### src/rtl/mmult_stream_ctrl_if.sv
// Purpose : bundles the host operand stream, result stream, status flags and
//           the datapath-side bus of the 3x3 matrix-multiply sequencer.
// Ports   : in_valid/in_ready/in_data (operand bytes), out_valid/out_ready/
//           out_data/out_last (results), busy/err (status), mm_enable/
//           mm_a_mat/mm_b_mat/mm_valid/mm_c_mat (datapath).
// master is the controller view; slave is the host + datapath view.
interface mmult_stream_ctrl_if;
  logic         in_valid;
  logic         in_ready;
  logic [7:0]   in_data;
  logic         out_valid;
  logic         out_ready;
  logic [16:0]  out_data;
  logic         out_last;
  logic         busy;
  logic         err;
  logic         mm_enable;
  logic [71:0]  mm_a_mat;
  logic [71:0]  mm_b_mat;
  logic         mm_valid;
  logic [152:0] mm_c_mat;

  modport master (
    input  in_valid, in_data, out_ready, mm_valid, mm_c_mat,
    output in_ready, out_valid, out_data, out_last, busy, err,
           mm_enable, mm_a_mat, mm_b_mat
  );

  modport slave (
    output in_valid, in_data, out_ready, mm_valid, mm_c_mat,
    input  in_ready, out_valid, out_data, out_last, busy, err,
           mm_enable, mm_a_mat, mm_b_mat
  );
endinterface

### src/rtl/mmult_stream_ctrl.sv
// Purpose : sequencer for the 3x3 matmul datapath: loads 18 operand bytes
//           (A then B, row-major), runs the datapath, streams 9 results out.
// Latency : last byte accepted at E0, datapath samples at E1, results captured
//           at E2; out_valid high after E2 (minimum job 18+2+9 cycles).
// Backpressure: out_data holds while out_valid && !out_ready; no input is
//           accepted during RUN/DRAIN (in_ready low).
// Ports   : clk, reset_n (synchronous, active-low), bus (mmult_stream_ctrl_if
//           master: operand stream, result stream, busy/err, datapath bus).
// Option  : MMULT_CTRL_TIMEOUT_EN adds a RUN timeout of TIMEOUT_CYC cycles
//           that sets the sticky err flag and aborts the job.
module mmult_stream_ctrl #(
  parameter int TIMEOUT_CYC   = 16,
  parameter bit OUT_COL_MAJOR = 1'b0
) (
  input logic                 clk,
  input logic                 reset_n,
  mmult_stream_ctrl_if.master bus
);
  localparam int RUN_W = (TIMEOUT_CYC > 2) ? $clog2(TIMEOUT_CYC) + 1 : 2;

  typedef enum logic [1:0] {ST_LOAD, ST_RUN, ST_DRAIN} state_t;

  state_t           state, state_nxt;
  logic [4:0]       byte_cnt;
  logic [RUN_W-1:0] run_cnt;
  logic [3:0]       idx;
  logic [3:0]       sel;
  logic [0:8][7:0]  a_q, b_q;
  logic [0:8][16:0] res_q;

  logic in_rdy, out_vld, out_lst, mm_en, busy_o;
  logic in_fire, out_fire, mm_hit, timeout, err_o;

  assign in_fire  = in_rdy && bus.in_valid;
  assign out_fire = out_vld && bus.out_ready;
  // run_cnt==0 masks a valid still asserted from the previous job's last cycle.
  assign mm_hit   = (state == ST_RUN) && bus.mm_valid && (run_cnt != '0);

`ifdef MMULT_CTRL_TIMEOUT_EN
  logic err_q;
  // run_cnt holds k-1 at the k-th RUN edge, so this fires on the last allowed cycle.
  assign timeout = (state == ST_RUN) && !mm_hit && (run_cnt == RUN_W'(TIMEOUT_CYC - 1));
  assign err_o   = err_q;

  always_ff @(posedge clk) begin
    if (!reset_n)     err_q <= 1'b0;
    else if (timeout) err_q <= 1'b1;
  end
`else
  assign timeout = 1'b0;
  assign err_o   = 1'b0;
`endif

  // Output order: row-major passes idx through; column-major transposes it.
  always_comb begin
    sel = idx;
    if (OUT_COL_MAJOR) begin
      case (idx)
        4'd1:    sel = 4'd3;
        4'd2:    sel = 4'd6;
        4'd3:    sel = 4'd1;
        4'd5:    sel = 4'd7;
        4'd6:    sel = 4'd2;
        4'd7:    sel = 4'd5;
        default: sel = idx;
      endcase
    end
  end

  always_comb begin
    state_nxt = state;
    in_rdy    = 1'b0;
    out_vld   = 1'b0;
    out_lst   = 1'b0;
    mm_en     = 1'b0;
    busy_o    = 1'b0;
    case (state)
      ST_LOAD: begin
        in_rdy = 1'b1;
        if (in_fire && byte_cnt == 5'd17) state_nxt = ST_RUN;
      end
      ST_RUN: begin
        mm_en  = 1'b1;
        busy_o = 1'b1;
        if (mm_hit)       state_nxt = ST_DRAIN;
        else if (timeout) state_nxt = ST_LOAD;
      end
      ST_DRAIN: begin
        out_vld = 1'b1;
        busy_o  = 1'b1;
        out_lst = (idx == 4'd8);
        if (out_fire && idx == 4'd8) state_nxt = ST_LOAD;
      end
      default: state_nxt = ST_LOAD;
    endcase
  end

  always_ff @(posedge clk) begin
    if (!reset_n) begin
      state    <= ST_LOAD;
      byte_cnt <= '0;
      run_cnt  <= '0;
      idx      <= '0;
      a_q      <= '0;
      b_q      <= '0;
      res_q    <= '0;
    end else begin
      state <= state_nxt;
      if (in_fire) begin
        if (byte_cnt < 5'd9) a_q[byte_cnt[3:0]] <= bus.in_data;
        else                 b_q[4'(byte_cnt - 5'd9)] <= bus.in_data;
        byte_cnt <= (byte_cnt == 5'd17) ? 5'd0 : byte_cnt + 5'd1;
      end
      if (state == ST_RUN) begin
        if (mm_hit || timeout)   run_cnt <= '0;
        else if (run_cnt != '1)  run_cnt <= run_cnt + 1'b1;
      end
      if (mm_hit) res_q <= bus.mm_c_mat;
      if (out_fire) idx <= (idx == 4'd8) ? 4'd0 : idx + 4'd1;
    end
  end

  assign bus.in_ready  = in_rdy;
  assign bus.out_valid = out_vld;
  assign bus.out_last  = out_lst;
  assign bus.out_data  = out_vld ? res_q[sel] : 17'd0;
  assign bus.mm_enable = mm_en;
  assign bus.busy      = busy_o;
  assign bus.err       = err_o;
  assign bus.mm_a_mat  = a_q;
  assign bus.mm_b_mat  = b_q;
endmodule

### src/flat_wrapper.sv
// flat-port wrapper written by rule: the top's interface ports become plain ports
module mmult_stream_ctrl_flat 
#(
  parameter int TIMEOUT_CYC   = 16,
  parameter bit OUT_COL_MAJOR = 1'b0
)
  (clk, reset_n, bus_in_valid, bus_in_data, bus_out_ready, bus_mm_valid, bus_mm_c_mat, bus_in_ready, bus_out_valid, bus_out_data, bus_out_last, bus_busy, bus_err, bus_mm_enable, bus_mm_a_mat, bus_mm_b_mat);
  mmult_stream_ctrl_if bus_i ();
  input logic clk;
  input logic reset_n;
  input wire logic [$bits(bus_i.in_valid)-1:0] bus_in_valid;
  input wire logic [$bits(bus_i.in_data)-1:0] bus_in_data;
  input wire logic [$bits(bus_i.out_ready)-1:0] bus_out_ready;
  input wire logic [$bits(bus_i.mm_valid)-1:0] bus_mm_valid;
  input wire logic [$bits(bus_i.mm_c_mat)-1:0] bus_mm_c_mat;
  output wire logic [$bits(bus_i.in_ready)-1:0] bus_in_ready;
  output wire logic [$bits(bus_i.out_valid)-1:0] bus_out_valid;
  output wire logic [$bits(bus_i.out_data)-1:0] bus_out_data;
  output wire logic [$bits(bus_i.out_last)-1:0] bus_out_last;
  output wire logic [$bits(bus_i.busy)-1:0] bus_busy;
  output wire logic [$bits(bus_i.err)-1:0] bus_err;
  output wire logic [$bits(bus_i.mm_enable)-1:0] bus_mm_enable;
  output wire logic [$bits(bus_i.mm_a_mat)-1:0] bus_mm_a_mat;
  output wire logic [$bits(bus_i.mm_b_mat)-1:0] bus_mm_b_mat;
  assign bus_i.in_valid = bus_in_valid;
  assign bus_i.in_data = bus_in_data;
  assign bus_i.out_ready = bus_out_ready;
  assign bus_i.mm_valid = bus_mm_valid;
  assign bus_i.mm_c_mat = bus_mm_c_mat;
  assign bus_in_ready = bus_i.in_ready;
  assign bus_out_valid = bus_i.out_valid;
  assign bus_out_data = bus_i.out_data;
  assign bus_out_last = bus_i.out_last;
  assign bus_busy = bus_i.busy;
  assign bus_err = bus_i.err;
  assign bus_mm_enable = bus_i.mm_enable;
  assign bus_mm_a_mat = bus_i.mm_a_mat;
  assign bus_mm_b_mat = bus_i.mm_b_mat;
  mmult_stream_ctrl #(.TIMEOUT_CYC(TIMEOUT_CYC), .OUT_COL_MAJOR(OUT_COL_MAJOR)) u_core (.clk(clk), .reset_n(reset_n), .bus(bus_i));
endmodule
### config.mk
export PLATFORM = sky130hd
export DESIGN_NAME = mmult_stream_ctrl_flat
export DESIGN_NICKNAME = d
export VERILOG_FILES = /design/src/rtl/mmult_stream_ctrl_if.sv /design/src/rtl/mmult_stream_ctrl.sv /design/src/flat_wrapper.sv
export SDC_FILE = /design/constraint.sdc
export NUM_CORES = 1
export LEC_CHECK = 0
export CORE_UTILIZATION = 55
export CTS_CLUSTER_SIZE = 20
export DETAILED_ROUTE_END_ITERATION = 16
export DONT_BUFFER_PORTS = 1
export GPL_TIMING_DRIVEN = 0
export PLACE_DENSITY = 0.7
export SYNTH_ARGS = -nofsm -noshare
export SYNTH_HDL_FRONTEND = slang
export SYNTH_SLANG_ARGS = --single-unit
### constraint.sdc
create_clock -name clk -period 3.2 [get_ports clk]
set_clock_uncertainty 0.05 [all_clocks]
set_input_delay 0.64 -clock clk [delete_from_list [all_inputs] [get_ports clk]]
set_output_delay 0.64 -clock clk [all_outputs]
set_load 0.02 [all_outputs]
Word level (Yosys, flattened, before mapping):

Cells that the tools add are included.

* register bits after elaboration: 313
* bits in latches: 0
* RAM bits: 0
* ROM bits: 0
* logic and storage cells: 92
* memories kept: 0

* add/sub/neg operators: 4
* $mul: 0
* divide/modulo/power cells: 0
* magnitude comparators: 6
* eq/ne operators: 8
* shift-type cells: 0
* muxes and demuxes: 23
* bitwise operators: 4
* reduce and logical (&&, ||, !) cells: 16

Operators by type and width (number)
* $bwmux W72: 2
* $bmux W17 S4: 1
* $demux W8 S4: 2
* $mux W17: 3
* $mux W8: 2
* $ge A5 B5 Y1 const B: 3
* $mux W5: 3
* $not A4 Y5: 3
* $add A5 B1 Y5 const B: 2
* $lt A5 B1 Y1 const B: 2
* $logic_and A1 B1 Y1: 8
* $mux W2: 3
* $ne A2 B1 Y1 const B: 3
* $pmux W2 S3: 1
* $reduce_and A2 Y1: 3
* $eq A5 B5 Y1 const B: 1
* $lt A5 B4 Y1 const B: 1
* $mux W1: 5
* $ne A5 B5 Y1 const B: 1
* $reduce_bool A5 Y1: 1
* $add A4 B1 Y4 const B: 1
* $eq A4 B4 Y1 const B: 1
* $mux W4: 1
* $sub A4 B4 Y4 const B: 1
* other kinds (7): 7

Longest topological paths before layout:

* depth after elaboration: 7
* gate-level depth with buffers: 9

Worst setup path before layout:

No wires, ideal clock.

* kind: register to output
* start point: register u_core.state[0]
* end point: output bus_out_data[10]
* arrival: 1.812 ns
* data required time: 2.510 ns
* path slack: 0.698 ns
* cell stages (with the launch flop): 8
* path buffers: 2
* cells stage by stage: dfxtp_1 inv_1 ha_1 and4_1 clkbuf_1 clkbuf_1 nand2_1 o21ai_0

* longest elaborated chain between the ends: 3

RTL lines
* start, declared: line mmult_stream_ctrl.sv:23 `state_t state, state_nxt;`
* start signal, assigned: line mmult_stream_ctrl.sv:108 `state <= state_nxt;`
* $eq A2 B2 Y1: line mmult_stream_ctrl.sv:77 `case (state)`
* $mux W1: line mmult_stream_ctrl.sv:77
* net bus_out_valid: line flat_wrapper.sv:17 `output wire logic [$bits(bus_i.out_valid)-1:0] bus_out_valid;`
* $mux W17: line mmult_stream_ctrl.sv:126 `assign bus.out_data = out_vld ? res_q[sel] : 17'd0;`
* end, declared: line flat_wrapper.sv:18 `output wire logic [$bits(bus_i.out_data)-1:0] bus_out_data;`

The timed path passes the listed nets, and every way through them passes these cells.

Worst setup path after layout:

* start point: register u_core.idx[0]
* end point: output bus_out_data[7]

* longest elaborated chain between the ends: 5

RTL lines
* start, declared: line mmult_stream_ctrl.sv:26 `logic [3:0] idx;`
* start signal, assigned: line mmult_stream_ctrl.sv:119 `if (out_fire) idx <= (idx == 4'd8) ? 4'd0 : idx + 4'd1;`
* $not A4 Y5 (implied by the code): line mmult_stream_ctrl.sv:126
* $bmux W17 S4: line mmult_stream_ctrl.sv:126
* $mux W17 (implied by the code) (2 in a row): line mmult_stream_ctrl.sv:126
* $mux W17: line mmult_stream_ctrl.sv:126

Every way passes these cells. The select of a mux whose other input is x is not followed.

==> results.sh <==
export IMPL_p_per_area_nw_per_um2=554
export IMPL_crit_chain="buf_4, buf_4, mux4_2, mux2i_1, o21ai_1"
export IMPL_cp_start_kind="flip-flop"
export IMPL_relSlewSlack_pct=44.5
export IMPL_max_stage_delay_ps=590
export IMPL_avgSynthCellArea_sq_um=9.39
export IMPL_finalMaxSlewViolations=0
export IMPL_rsz0062_at_grt="yes"
export IMPL_cts_root_buf="clkbuf_16"
export IMPL_fin_area_sq_um=15400
export IMPL_final_min_clock_period_ps=3110
export IMPL_holdBufCountCts=0
export IMPL_synth_main_ff_cell="dfxtp_1"
export IMPL_grt_pass1_wl_um=60300
export IMPL_dpl_cell_area_sq_um=14100
export IMPL_pre_cts_ws_ps=107
export IMPL_tns_ps=0
export IMPL_seq_power_share_pct=46.2
export IMPL_cts_buffers=35
export IMPL_ys_ff_latch=313
export IMPL_clkLatencyLatePin_ps=500
export IMPL_clkPwrFrac_pct=50.4
export IMPL_status="completed"
export IMPL_track_usage_pct=30.5
export IMPL_min_to="u_core.res_q[85]"
export IMPL_cp_slowest_cell="mux4_2"
export IMPL_synth_distinct_cells=45
export IMPL_holdPathStages=2
export IMPL_syn_inst=1462
export IMPL_cts_path_max_buffers=3
export IMPL_fin_ws_ps=90.5
export IMPL_portBuffers=0
export IMPL_avgViaCountPerCell=5.77
export IMPL_worstSetupPathType="reg2out"
export IMPL_dr_pass1_iters=5
export IMPL_yosysTopAreaCell="dfxtp_1"
export IMPL_finalCritPeriodShare_pct=97.2
export IMPL_synthArstFlopShare_pct=0
export IMPL_dieArea_sq_um=25600
export IMPL_grt_max_degree=14
export IMPL_wl_um=39700
export IMPL_final_util_pct=63.2
export IMPL_die_height_um=160
export IMPL_reg2reg_slack_ps=530
export IMPL_max_freq_mhz=322
export IMPL_grt_antenna_before_repair=0
export IMPL_path_common_cell="buf_4"
export IMPL_ant_nets=0
export IMPL_via_count=10648
export IMPL_maxCapViolations=0
export IMPL_end_kind="output pin"
export IMPL_cts_setup_buffers=0
export IMPL_clk_pin_slew_ps=60
export IMPL_synth_edf_count=0
export IMPL_whs_ps=214
export IMPL_hold_start="bus_mm_c_mat[85]"
export IMPL_yosysWarnings=0
export IMPL_reg2reg_depth=8
export IMPL_synth_top_area_share_pct=45.6
export IMPL_n_fill_cell=2107
export IMPL_drc_errors=0
export IMPL_ys_seq_area_share_pct=45.6
export IMPL_timing_rr_start="u_core.state[0]"
export IMPL_worst_path_max_fanout=10
export IMPL_wire_per_inst_um=21.5
export IMPL_dieWidth_um=160
export IMPL_irDropWorstVdd_mv=0.428
export IMPL_cts_tree="yes"
export IMPL_final_nets=1678
export IMPL_internal_power_mw=6.73
export IMPL_finalHoldViolations=0
export IMPL_drt_iter0_markers=648
export IMPL_start_util_pct=56.3
export IMPL_worstPathRequired_ps=2510
export IMPL_switchingPower_mw=1.81
export IMPL_tightest_slew_ps=833
export IMPL_cp_arrival_ps=2420
export IMPL_clock_sinks=313
export IMPL_syn_nets=1642
export IMPL_setup_viol=0
export IMPL_num_io_pins=333
export IMPL_place_congestion=0.910
export IMPL_grt_overflow=0
export IMPL_synth_area_leaders="dfxtp_1, nand2_1, mux2i_1"
export IMPL_diodes=0
export IMPL_worst_hold_path_type="in2reg"
export IMPL_synth_area_sq_um=13700
export IMPL_cts_htree_levels=2
export IMPL_drive_gt1_share_pct=11.2
export IMPL_dp_hpwl_um=29500
export IMPL_power_frac_comb_pct=3.3
export IMPL_rows=57
export IMPL_area_growth_pct=12.3
export IMPL_switching_share_pct=21.2
export IMPL_core_area_sq_um=24400
export IMPL_worst_r2r_endpoint="u_core.bus.mm_b_mat[13]"
export IMPL_cellLeakagePower_nw=5.63
export IMPL_grt_pass1_vias=10541
==> stage by stage <==
step	cells	total power [mW]
2_1_floorplan	1462	4.24
3_3_place_gp	1786	4.32
3_5_place_dp	1786	4.32
4_1_cts	1846	8.58
5_1_grt	1845	8.75
6_report	1845	8.55
==> kinds of logic (layout without fill, tap and decap cells) <==
| kind of cell | count (synthesis) | count (layout) | share of synthesized area, % |
|---|---|---|---|
| flip-flops | 313 | 313 | 45.6 |
| AO/OA/AOI/OAI | 295 | 295 | 15.9 |
| other | 1 | 1 | 0.0273 |
| XOR/XNOR | 6 | 6 | 0.383 |
| multiplexers | 150 | 150 | 14.0 |
| adder cells (fa/ha/maj) | 14 | 14 | 1.28 |
| buffers and inverters | 130 | 189 | 4.48 |
| AND/OR/NAND/NOR | 553 | 553 | 18.2 |
==> power by group through the flow <==
stage	Sequential (mW)	Clock, mW	Combinational [mW]
4_1_cts	3.95	4.34	0.286
5_1_grt	3.95	4.48	0.309
3_5_place_dp	4.04	0	0.285
2_1_floorplan	4.03	0	0.208
6_report	3.95	4.31	0.285
3_3_place_gp	4.04	0	0.282
==> cell usage in the layout (no fill, tap or decap), types with 5 or more instances in the layout <==
cell / count
clkbuf_2: 5
clkbuf_8: 9
o21ai_2: 7
buf_4: 13
clkbuf_16: 37
nand3_2: 8
buf_6: 5
inv_1: 9
dfxtp_1: 313
clkbuf_1: 67
bufinv_16: 5
a21boi_0: 125
ha_1: 13
nand2_1: 373
mux2i_1: 116
a21oi_1: 5
and3_1: 7
nand3_1: 57
o211ai_1: 54
nor2_1: 13
nor2b_1: 78
buf_2: 32
a21boi_1: 77
o21ai_1: 10
mux4_2: 34
==> state kept, by name, summed over array words and instances, names as in the netlist <==
register,flops
u_core.idx,4
u_core.run_cnt,5
u_core.state,2
u_core.byte_cnt,5
u_core.bus.mm_b_mat,72
u_core.bus.mm_a_mat,72
u_core.res_q,153
==> area by class of cell <==
cell class,count,area [sq um],area share (%)
clock buffer,51,1070,6.93
clock inverter,9,170,1.10
multi-input combinational,1019,6890,44.7
buffer,119,583,3.78
inverter,10,37.5,0.243
tap,324,405,2.63
sequential,313,6270,40.6
==> worst max-delay path by stage <==
stage,endpoint,startpoint,slack (ps),cells past startpoint
floorplan,bus_out_data[10],u_core.state[0],700,7
global placement,bus_out_data[8],u_core.state[0],150,7
detailed placement,bus_out_data[8],u_core.state[0],110,7
CTS,bus_out_data[10],u_core.idx[0],60,6
global route,bus_out_data[3],u_core.idx[0],-1,5
finish,bus_out_data[7],u_core.idx[0],90,5
==> synth_stat cells (7+ instances only) <==
cell type / instances
buf_4: 12
nand3_2: 8
buf_2: 34
a21boi_0: 125
mux2i_1: 116
nand3_1: 57
o21ai_0: 21
clkbuf_1: 65
nor2_1: 13
o211ai_1: 54
dfxtp_1: 313
a21boi_1: 77
mux4_2: 34
nor2b_1: 78
nand2_1: 373
inv_1: 9
ha_1: 14
and3_1: 7
==> what timing repair did <==
action	in CTS	in global routing
pin swaps	0	0
endpoints found under the setup margin	17	9
resized for setup	27	4
==> per-layer routing <==
| metal | GRT usage [%] | vias up | wire (um) |
|---|---|---|---|
| li1 | - | 5088 | - |
| met1 | 34.9 | 5092 | 15500 |
| met2 | 52.4 | 383 | 19300 |
| met3 | 9.43 | 85 | 3380 |
| met4 | 13.3 | 0 | 1590 |
| met5 | 0 | - | 0 |
==> critical path, delay by kind of cell (launching register included) <==
family          cells  cell delay (ps)
mux                 2              830
flops               1              340
compound gates      1              230
buf+inv             2              500
No activity file was read; power rests on OpenSTA's default activity.
